[config.mk]
export PLATFORM = sky130hd
export DESIGN_NAME = lms_adapt_fir
export DESIGN_NICKNAME = d
export VERILOG_FILES = /design/src/rtl/lms_adapt_fir.sv
export SDC_FILE = /design/constraint.sdc
export NUM_CORES = 2
export LEC_CHECK = 0
export ABC_CLOCK_PERIOD_IN_PS = 27300
export BUFFER_PORTS_ARGS = -buffer_cell sky130_fd_sc_hd__buf_4
export CAP_MARGIN = 20
export CORE_MARGIN = 1
export CORE_UTILIZATION = 50
export DETAILED_ROUTE_END_ITERATION = 7
export GPL_ROUTABILITY_DRIVEN = 0
export HOLD_SLACK_MARGIN = 0.05
export PLACE_DENSITY_LB_ADDON = 0.12
export SYNTH_ARGS = -nofsm -noshare
export SYNTH_HDL_FRONTEND = slang
export SYNTH_SLANG_ARGS = --single-unit
export TNS_END_PERCENT = 100
[constraint.sdc]
create_clock -name clk -period 27.3 [get_ports clk]
set_input_delay 1.365 -clock clk [delete_from_list [all_inputs] [get_ports clk]]
set_output_delay 1.365 -clock clk [all_outputs]
set_load 0.01 [all_outputs]
[src/rtl/lms_adapt_fir.sv]
`default_nettype none
// ============================================================================
//  Module   : lms_adapt_fir
//  Brief    : Time-multiplexed LMS adaptive FIR. One MAC per cycle computes
//             y, the error e = d - y is registered, then each coefficient is
//             optionally nudged by (e * x[k]) >>> MU_SHIFT, one tap per cycle.
//  Revision : 1.0  initial release
// ============================================================================
module lms_adapt_fir #(
   parameter int DATA_W   = 16,
   parameter int COEF_W   = 16,
   parameter int FRAC     = 14,
   parameter int TAPS     = 16,
   parameter int MU_SHIFT = 12
) (
   input  logic                      clk,
   input  logic                      rst,
   input  logic                      in_valid,
   output logic                      in_ready,
   input  logic signed [DATA_W-1:0]  x_in,
   input  logic signed [DATA_W-1:0]  d_in,
   input  logic                      adapt_en,
   input  logic                      coef_clr,
   output logic                      out_valid,
   output logic signed [DATA_W-1:0]  y_out,
   output logic signed [DATA_W-1:0]  e_out,
   input  logic [$clog2(TAPS)-1:0]   coef_sel,
   output logic signed [COEF_W-1:0]  coef_out
);

   localparam int c_IDX_W  = $clog2(TAPS);
   localparam int c_PROD_W = DATA_W + COEF_W;
   localparam int c_ACC_W  = DATA_W + COEF_W + c_IDX_W;
   // Update sum is wide enough for both the coefficient and the e*x product.
   localparam int c_UPD_W  = ((2 * DATA_W > COEF_W) ? 2 * DATA_W : COEF_W) + 1;
   localparam int c_SEL_N  = 2 ** c_IDX_W;

   localparam logic [c_IDX_W-1:0]       c_IDX_LAST = c_IDX_W'(TAPS - 1);
   localparam logic signed [DATA_W-1:0] c_DATA_MAX = {1'b0, {(DATA_W-1){1'b1}}};
   localparam logic signed [DATA_W-1:0] c_DATA_MIN = {1'b1, {(DATA_W-1){1'b0}}};
   localparam logic signed [COEF_W-1:0] c_COEF_MAX = {1'b0, {(COEF_W-1){1'b1}}};
   localparam logic signed [COEF_W-1:0] c_COEF_MIN = {1'b1, {(COEF_W-1){1'b0}}};

   localparam logic [1:0] c_IDLE = 2'd0;
   localparam logic [1:0] c_FILT = 2'd1;
   localparam logic [1:0] c_ERR  = 2'd2;
   localparam logic [1:0] c_UPD  = 2'd3;

   logic [1:0]                 state_q, state_d;
   logic [c_IDX_W-1:0]         idx_q, idx_d;
   logic signed [c_ACC_W-1:0]  acc_q, acc_d;
   logic signed [DATA_W-1:0]   d_q, d_d;
   logic                       adapt_q, adapt_d;
   logic signed [DATA_W-1:0]   y_q, y_d;
   logic signed [DATA_W-1:0]   e_q, e_d;
   logic                       out_valid_q, out_valid_d;
   logic signed [COEF_W-1:0]   coef_out_q, coef_out_d;
   logic signed [DATA_W-1:0]   x_q [TAPS];
   logic signed [DATA_W-1:0]   x_d [TAPS];
   logic signed [COEF_W-1:0]   w_q [TAPS];
   logic signed [COEF_W-1:0]   w_d [TAPS];

   logic signed [COEF_W-1:0]   w_sel;
   logic signed [DATA_W-1:0]   x_sel;
   logic signed [c_PROD_W-1:0] mac_prod;
   logic signed [c_ACC_W-1:0]  y_shift;
   logic signed [DATA_W-1:0]   y_sat;
   logic signed [DATA_W:0]     e_wide;
   logic signed [DATA_W-1:0]   e_sat;
   logic signed [2*DATA_W-1:0] upd_prod;
   logic signed [2*DATA_W-1:0] upd_step;
   logic signed [c_UPD_W-1:0]  upd_sum;
   logic signed [COEF_W-1:0]   w_upd;
   logic signed [COEF_W-1:0]   w_pad [c_SEL_N];

   // The shared MAC and the update path both work on the tap selected by idx.
   assign w_sel    = w_q[idx_q];
   assign x_sel    = x_q[idx_q];
   assign mac_prod = w_sel * x_sel;
   assign y_shift  = acc_q >>> FRAC;
   assign e_wide   = {d_q[DATA_W-1], d_q} - {y_sat[DATA_W-1], y_sat};
   assign upd_prod = e_q * x_sel;
   assign upd_step = upd_prod >>> MU_SHIFT;
   assign upd_sum  = {{(c_UPD_W-COEF_W){w_sel[COEF_W-1]}}, w_sel}
                   + {{(c_UPD_W-2*DATA_W){upd_step[2*DATA_W-1]}}, upd_step};

   // Clamp the scaled accumulator, the error and the updated coefficient.
   always_comb begin
      y_sat = y_shift[DATA_W-1:0];
      if (y_shift[c_ACC_W-1:DATA_W-1] != {(c_ACC_W-DATA_W+1){y_shift[c_ACC_W-1]}}) begin
         y_sat = y_shift[c_ACC_W-1] ? c_DATA_MIN : c_DATA_MAX;
      end
      e_sat = e_wide[DATA_W-1:0];
      if (e_wide[DATA_W] != e_wide[DATA_W-1]) begin
         e_sat = e_wide[DATA_W] ? c_DATA_MIN : c_DATA_MAX;
      end
      w_upd = upd_sum[COEF_W-1:0];
      if (upd_sum[c_UPD_W-1:COEF_W-1] != {(c_UPD_W-COEF_W+1){upd_sum[c_UPD_W-1]}}) begin
         w_upd = upd_sum[c_UPD_W-1] ? c_COEF_MIN : c_COEF_MAX;
      end
   end

   // Readback table padded with zeros so any select value maps to a defined word.
   for (genvar gi = 0; gi < c_SEL_N; gi++) begin : g_pad
      if (gi < TAPS) begin : g_tap
         assign w_pad[gi] = w_q[gi];
      end else begin : g_zero
         assign w_pad[gi] = '0;
      end
   end

   assign coef_out_d = w_pad[coef_sel];
   assign in_ready   = (state_q == c_IDLE) && !coef_clr;
   assign out_valid  = out_valid_q;
   assign y_out      = y_q;
   assign e_out      = e_q;
   assign coef_out   = coef_out_q;

   // Sequencer: accept, filter, form error, optionally adapt; clear overrides all.
   always_comb begin
      state_d     = state_q;
      idx_d       = idx_q;
      acc_d       = acc_q;
      d_d         = d_q;
      adapt_d     = adapt_q;
      y_d         = y_q;
      e_d         = e_q;
      out_valid_d = 1'b0;
      x_d         = x_q;
      w_d         = w_q;
      if (coef_clr) begin
         state_d = c_IDLE;
         idx_d   = '0;
         acc_d   = '0;
         for (int k = 0; k < TAPS; k++) begin
            x_d[k] = '0;
            w_d[k] = '0;
         end
      end else begin
         case (state_q)
            c_IDLE: begin
               if (in_valid) begin
                  for (int k = TAPS - 1; k > 0; k--) begin
                     x_d[k] = x_q[k-1];
                  end
                  x_d[0]  = x_in;
                  d_d     = d_in;
                  adapt_d = adapt_en;
                  acc_d   = '0;
                  idx_d   = '0;
                  state_d = c_FILT;
               end
            end
            c_FILT: begin
               acc_d = acc_q + {{c_IDX_W{mac_prod[c_PROD_W-1]}}, mac_prod};
               if (idx_q == c_IDX_LAST) begin
                  idx_d   = '0;
                  state_d = c_ERR;
               end else begin
                  idx_d = idx_q + c_IDX_W'(1);
               end
            end
            c_ERR: begin
               y_d         = y_sat;
               e_d         = e_sat;
               out_valid_d = 1'b1;
               idx_d       = '0;
               state_d     = adapt_q ? c_UPD : c_IDLE;
            end
            c_UPD: begin
               w_d[idx_q] = w_upd;
               if (idx_q == c_IDX_LAST) begin
                  idx_d   = '0;
                  state_d = c_IDLE;
               end else begin
                  idx_d = idx_q + c_IDX_W'(1);
               end
            end
            default: state_d = c_IDLE;
         endcase
      end
   end

   // State, datapath and readback registers with asynchronous reset.
   always_ff @(posedge clk or posedge rst) begin
      if (rst) begin
         state_q     <= c_IDLE;
         idx_q       <= '0;
         acc_q       <= '0;
         d_q         <= '0;
         adapt_q     <= 1'b0;
         y_q         <= '0;
         e_q         <= '0;
         out_valid_q <= 1'b0;
         coef_out_q  <= '0;
         for (int k = 0; k < TAPS; k++) begin
            x_q[k] <= '0;
            w_q[k] <= '0;
         end
      end else begin
         state_q     <= state_d;
         idx_q       <= idx_d;
         acc_q       <= acc_d;
         d_q         <= d_d;
         adapt_q     <= adapt_d;
         y_q         <= y_d;
         e_q         <= e_d;
         out_valid_q <= out_valid_d;
         coef_out_q  <= coef_out_d;
         for (int k = 0; k < TAPS; k++) begin
            x_q[k] <= x_d[k];
            w_q[k] <= w_d[k];
         end
      end
   end

endmodule
`default_nettype wire

Yosys cells after proc, flatten, opt, wreduce, memory -nomap -nowiden
Cells that the tools add are included.
{"block": "op_classes", "addsub": 4, "mul": 2, "n_lt_le_gt_ge": 3, "eq_ne": 10, "mux": 38, "bitwise": 3, "n_reduce_logical": 14}
{"op": "2-to-1 mux 256 bit", "count": 5}
{"op": "bitwise mux 256 bit", "count": 1}
{"op": "2-to-1 mux 16 bit", "count": 13}
{"op": "binary-select mux 16 bit (select 4 bit)", "count": 3}
{"op": "2-to-1 mux 36 bit", "count": 2}
{"op": "one-hot mux 36 bit (2 select lines)", "count": 1}
{"op": "demux 16 bit (select 4 bit)", "count": 1}
{"op": "multiplier 16 x 16 -> 32 bit", "count": 2}
{"op": "adder 36 bit", "count": 1}
{"op": "adder 16 x 20 -> 21 bit", "count": 1}
{"op": "inequality test 17 bit", "count": 1}
{"op": "subtractor 16 x 16 -> 17 bit", "count": 1}
{"op": "2-to-1 mux 4 bit", "count": 3}
{"op": "one-hot mux 4 bit (3 select lines)", "count": 1}
{"op": ">= comparator 5 bit, second input constant", "count": 2}
{"op": "2-to-1 mux 2 bit", "count": 5}
{"op": "NOT 4 -> 5 bit", "count": 2}
{"op": "inequality test 3 bit, second input constant", "count": 3}
{"op": "one-hot mux 2 bit (4 select lines)", "count": 1}
{"op": "inequality test 6 bit", "count": 1}
{"op": "AND reduction 2 bit", "count": 3}
{"op": "AND reduction 3 bit", "count": 2}
{"op": "nonzero test 2 bit", "count": 3}
{"op": "less-than comparator 5 x 1 -> 1 bit, second input constant", "count": 1}
{"op": "12 further kinds", "count": 15}
{"block": "word_totals", "register_bits": 620, "input_bits": 41, "output_inout_bits": 50, "wordCells": 115}

Longest topological paths before layout
{"block": "logic_depth", "ltp_word": 11, "depth_mapped": 46, "depth_no_buf": 39}

Worst setup path after synthesis
OpenSTA, ideal clock, no wires.
{"block": "synth_path", "path_type": "reg-to-reg", "from": "register idx_q[0]", "to": "register w_q, in the netlist w_pad[208]", "setup_ns": 0.122, "arrival_ns": 10.327, "required_time_ns": 27.178, "setup_slack_ns": 16.851, "path_stages_with_launch": 43, "n_path_buf": 7, "period_less_slack_ns": 10.449, "path_cell_list": "dfrtp_1 buf_2 buf_2 buf_2 buf_1 mux4_2 mux4_2 clkbuf_1 and2_1 fa_1 inv_1 fa_1 fa_1 inv_1 fa_1 fa_1 inv_1 fa_1 [7 not listed] a21oi_1 a211o_1 a31o_1 and2_1 nor2_1 ha_1 nor2b_1 o21ai_0 nand2b_1 a21oi_1 nor2b_1 o311a_1 nor2_1 a21boi_4 buf_8 nor2_4 buf_2 a32o_1"}
{"block": "synth_between", "elab_chain_len": 11, "word_cells_on_any_way": 20, "classes_between": "add/sub: 1; mul: 1; order compare: 2; eq/ne: 1; mux: 13; bitwise: 1; reduce/logical: 1"}
{"element": "start: declaration", "line": "50", "text": "logic [c_IDX_W-1:0] idx_q, idx_d;"}
{"element": "start signal: assignment", "line": "202", "text": "idx_q <= idx_d;"}
{"element": "NOT 4 -> 5 bit (implied by the code) (*)", "line": "77, 78, 171"}
{"element": "binary-select mux 16 bit (select 4 bit)", "line": "78", "text": "assign x_sel = x_q[idx_q];"}
{"element": "2-to-1 mux 16 bit (implied by the code) (2 in a row)", "line": "78"}
{"element": "multiplier 16 x 16 -> 32 bit", "line": "82", "text": "assign upd_prod = e_q * x_sel;"}
{"element": "adder 16 x 20 -> 21 bit", "line": "85", "text": "+ {{(c_UPD_W-2*DATA_W){upd_step[2*DATA_W-1]}}, upd_step};"}
{"element": "inequality test 17 bit / 2-to-1 mux 16 bit (equally long branches)", "line": "98, 99"}
{"element": "2-to-1 mux 16 bit", "line": "98", "text": "if (upd_sum[c_UPD_W-1:COEF_W-1] != {(c_UPD_W-COEF_W+1){upd_sum[c_UPD_W-1]}}) begin"}
{"element": "bitwise mux 256 bit (*)", "line": "171", "text": "w_d[idx_q] = w_upd;"}
{"element": "2-to-1 mux 256 bit (*)", "line": "140", "text": "case (state_q)"}
{"element": "2-to-1 mux 256 bit (*)", "line": "131", "text": "if (coef_clr) begin"}
{"element": "end signal: indexed assignment", "line": "212", "text": "w_q[k] <= w_d[k];"}
{"element": "end: declaration", "line": "60", "text": "logic signed [COEF_W-1:0] w_q [TAPS];"}
Mark *: on every way between the ends. The rest lies on a longest branch, timed or not. The select of a mux whose other input is x is not followed.
A chain may end at the register's enable or synchronous reset.

Worst setup path after layout
{"block": "layout_path", "from": "register idx_q[0]", "to": "register w_q, in the netlist w_pad[110]"}
The elaborated chain is that of the path after synthesis.

==> results.toml <==
[status]
status = "completed"

[synthesis]
synthFlopType = "dfrtp_1"
synth_edf_count = 0
synth_cell_types = 78
yosys.area.top_type = "dfrtp_1"
yosysWarnings = 0
ys_top_cells_by_area = "dfrtp_1 (31%), fa_1 (21%), mux4_2 (11%)"
async_flop_share = 1.00
synth_top_area_frac = 0.308
yosysSeqAreaShare = 0.308
yosys_register_bits = 620
syn-cell-area_um2 = 50300
avgSynthCellArea_um2 = 11.4
syn_inst = 4419
synth.net_count = 5222

[cts]
clk_latency_ns = 0.63
postCtsSetupBuffers = 0
cts_hold_buf = 0
cts_buffers = 69
cts_tree = "built"
cts_root_buf = "clkbuf_16"
cts_max_level = 3
clk_pin_slew_ns = 0.06
cts_resized = 0
cts_sinks = 620
cts_max_path_buffers = 3

[setup_path]
critPathMaxStageDelay_ns = 1.07
crit_buf_inv = 3
cp.arrival_ns = 12.99
crit_type = "register to register"
slowest_stage = "dfrtp_4"
crit_fanout = 46
endpoint = "w_pad[110]$_DFFE_PP0P_"
cp.required_ns = 27.86
worst_r2r_path_depth = 35
crit_cells = 35
timing.critical_path.mode_cell = "fa_1"
r2r_end = "w_pad[110]$_DFFE_PP0P_"
reg2reg_slack_ns = 14.87
r2r_start = "idx_q[0]$_DFFE_PP0P_"
cp-start-kind = "register"
crit_family = "adder cells"
critical_path.startpoint = "idx_q[0]$_DFFE_PP0P_"
worstSetupEndpointType = "register"

[sta]
finalCriticalPeriod_ns = 12.43
finClkSkew_ns = 0.0333
tns_ns = 0
max-slew-margin-rel = 0.184
finalCritPeriodShare = 0.455
worstMarginPinSlew_ns = 1.22
setup_viol = 0
fmax_mhz = 80.5
finalHoldViolations = 0
drv_slew = 0
rsz0062_at_grt = "no"

[global_routing]
grt_pass1_vias = 35595
grt_usage = 0.259
grt_max_degree = 254
grt_pass1_wl_mm = 206
antenna_found_initial = 3
gr-total-overflow = 0

[die]
pin_count = 91
start_util = 0.504
die_area_um2 = 102000
rows = 116
die_x_um = 319
core-area_um2 = 99900
die_h_um = 319

[finish]
final_util = 0.547
nets = 5172
drive_gt1_frac = 0.131
area_delta_synth_final_pct = 8.45
layoutNonFillerInstCount = 5720
fill_cells = 8638
final_common_cell = "dfrtp_1"
final_cell_mix = "dfrtp_1 (616), inv_1 (600), fa_1 (526)"

[drt]
ant_nets = 0
vias_per_cell = 5.98
first_pass_iters = 5
drt_iter0_markers = 2370
post_drt_wl_per_cell_um = 22.4
vias = 34196
routed_wl_mm = 128
drc = 0

[flow_run]
drv_cap = 0

[placement]
place.port_buffers = 90
dp_hpwl_mm = 88.9
dpl.cell_count = 5592

[min_path]
hp-class = "register to register"
## layout make-up
class                      instances  area [um^2]  area share
multi-input combinational       2925        31500       0.578
sequential                       620        15500       0.284
inverter                         601         2260      0.0415
clock buffer                      97         1990      0.0365
tap                             1298         1620      0.0298
timing repair buffer             152         1220      0.0224
clock inverter                    26          422     0.00773
antenna                            1         2.50   0.0000459
## layer usage
metal,vias up,part of all wire,global-route usage
li1,15074,-,-
met1,17978,0.44,0.361
met2,945,0.47,0.412
met3,195,0.062,0.0498
met4,4,0.030,0.0800
met5,-,0.0010,0.00804
## synthesized netlist by cell type (all sizes together) (12+ instances only)
master / number
a21o: 37
a21oi: 113
a22o: 471
a32o: 33
and2: 208
and3: 12
buf: 76
clkbuf: 197
dfrtp: 620
fa: 526
ha: 236
inv: 601
maj3: 15
mux2: 19
mux4: 235
nand2: 390
nand2b: 47
nand3: 20
nor2: 95
nor2b: 33
nor3: 40
o21a: 25
o21ai: 133
xnor2: 77
xor2: 38
## how the worst min path moves through the flow
stage                     startpoint                    end  cells past startpoint
4_1_cts         y_out[0]$_DFFE_PP0P_   y_out[0]$_DFFE_PP0P_                      2
2_1_floorplan  acc_q[10]$_DFFE_PP0P_  acc_q[10]$_DFFE_PP0P_                      2
3_5_place_dp    y_out[0]$_DFFE_PP0P_   y_out[0]$_DFFE_PP0P_                      2
3_3_place_gp    y_out[0]$_DFFE_PP0P_   y_out[0]$_DFFE_PP0P_                      2
5_1_grt         y_out[3]$_DFFE_PP0P_   y_out[3]$_DFFE_PP0P_                      2
6_report        y_out[0]$_DFFE_PP0P_   y_out[0]$_DFFE_PP0P_                      2
## worst min-delay path: cells and delay by family, from the launching register on
kind	cells	cell delay (ns)
flip-flops	1	0.34
AND/OR/NAND/NOR	2	0.11
## logic make-up (layout without fill, tap and decap cells)
kind of cell,after synthesis,after routing,synth area share
AOI/OAI and AO/OA,886,886,0.135
and+or+nand+nor,884,884,0.0881
buffers and inverters,874,876,0.0669
adders and majority gates,777,777,0.271
DFF,620,620,0.308
muxes,263,263,0.111
xor gates and xnor gates,115,115,0.0200
other,0,1,0
## flip-flops by register name, indices dropped and copies added (netlist names)
register and flops:
w_pad 256, adapt_q 1, state_q 2, out_valid 1
e_out 16, y_out 16, idx_q 4, x_q 256
d_q 16, acc_q 36, coef_out 16
## stage by stage
step	setup WS, ns	hold WS [ns]	instance area (um^2)
floorplan	8.57	0.456	50300
CTS	14.76	0.480	54500
global route	14.09	0.513	54600
detailed placement	14.72	0.464	52100
global placement	14.91	0.463	52100
finish	14.87	0.476	54600
Power is not shown: default switching activity piles up to over one toggle a cycle in this logic, so the estimate is an artifact.
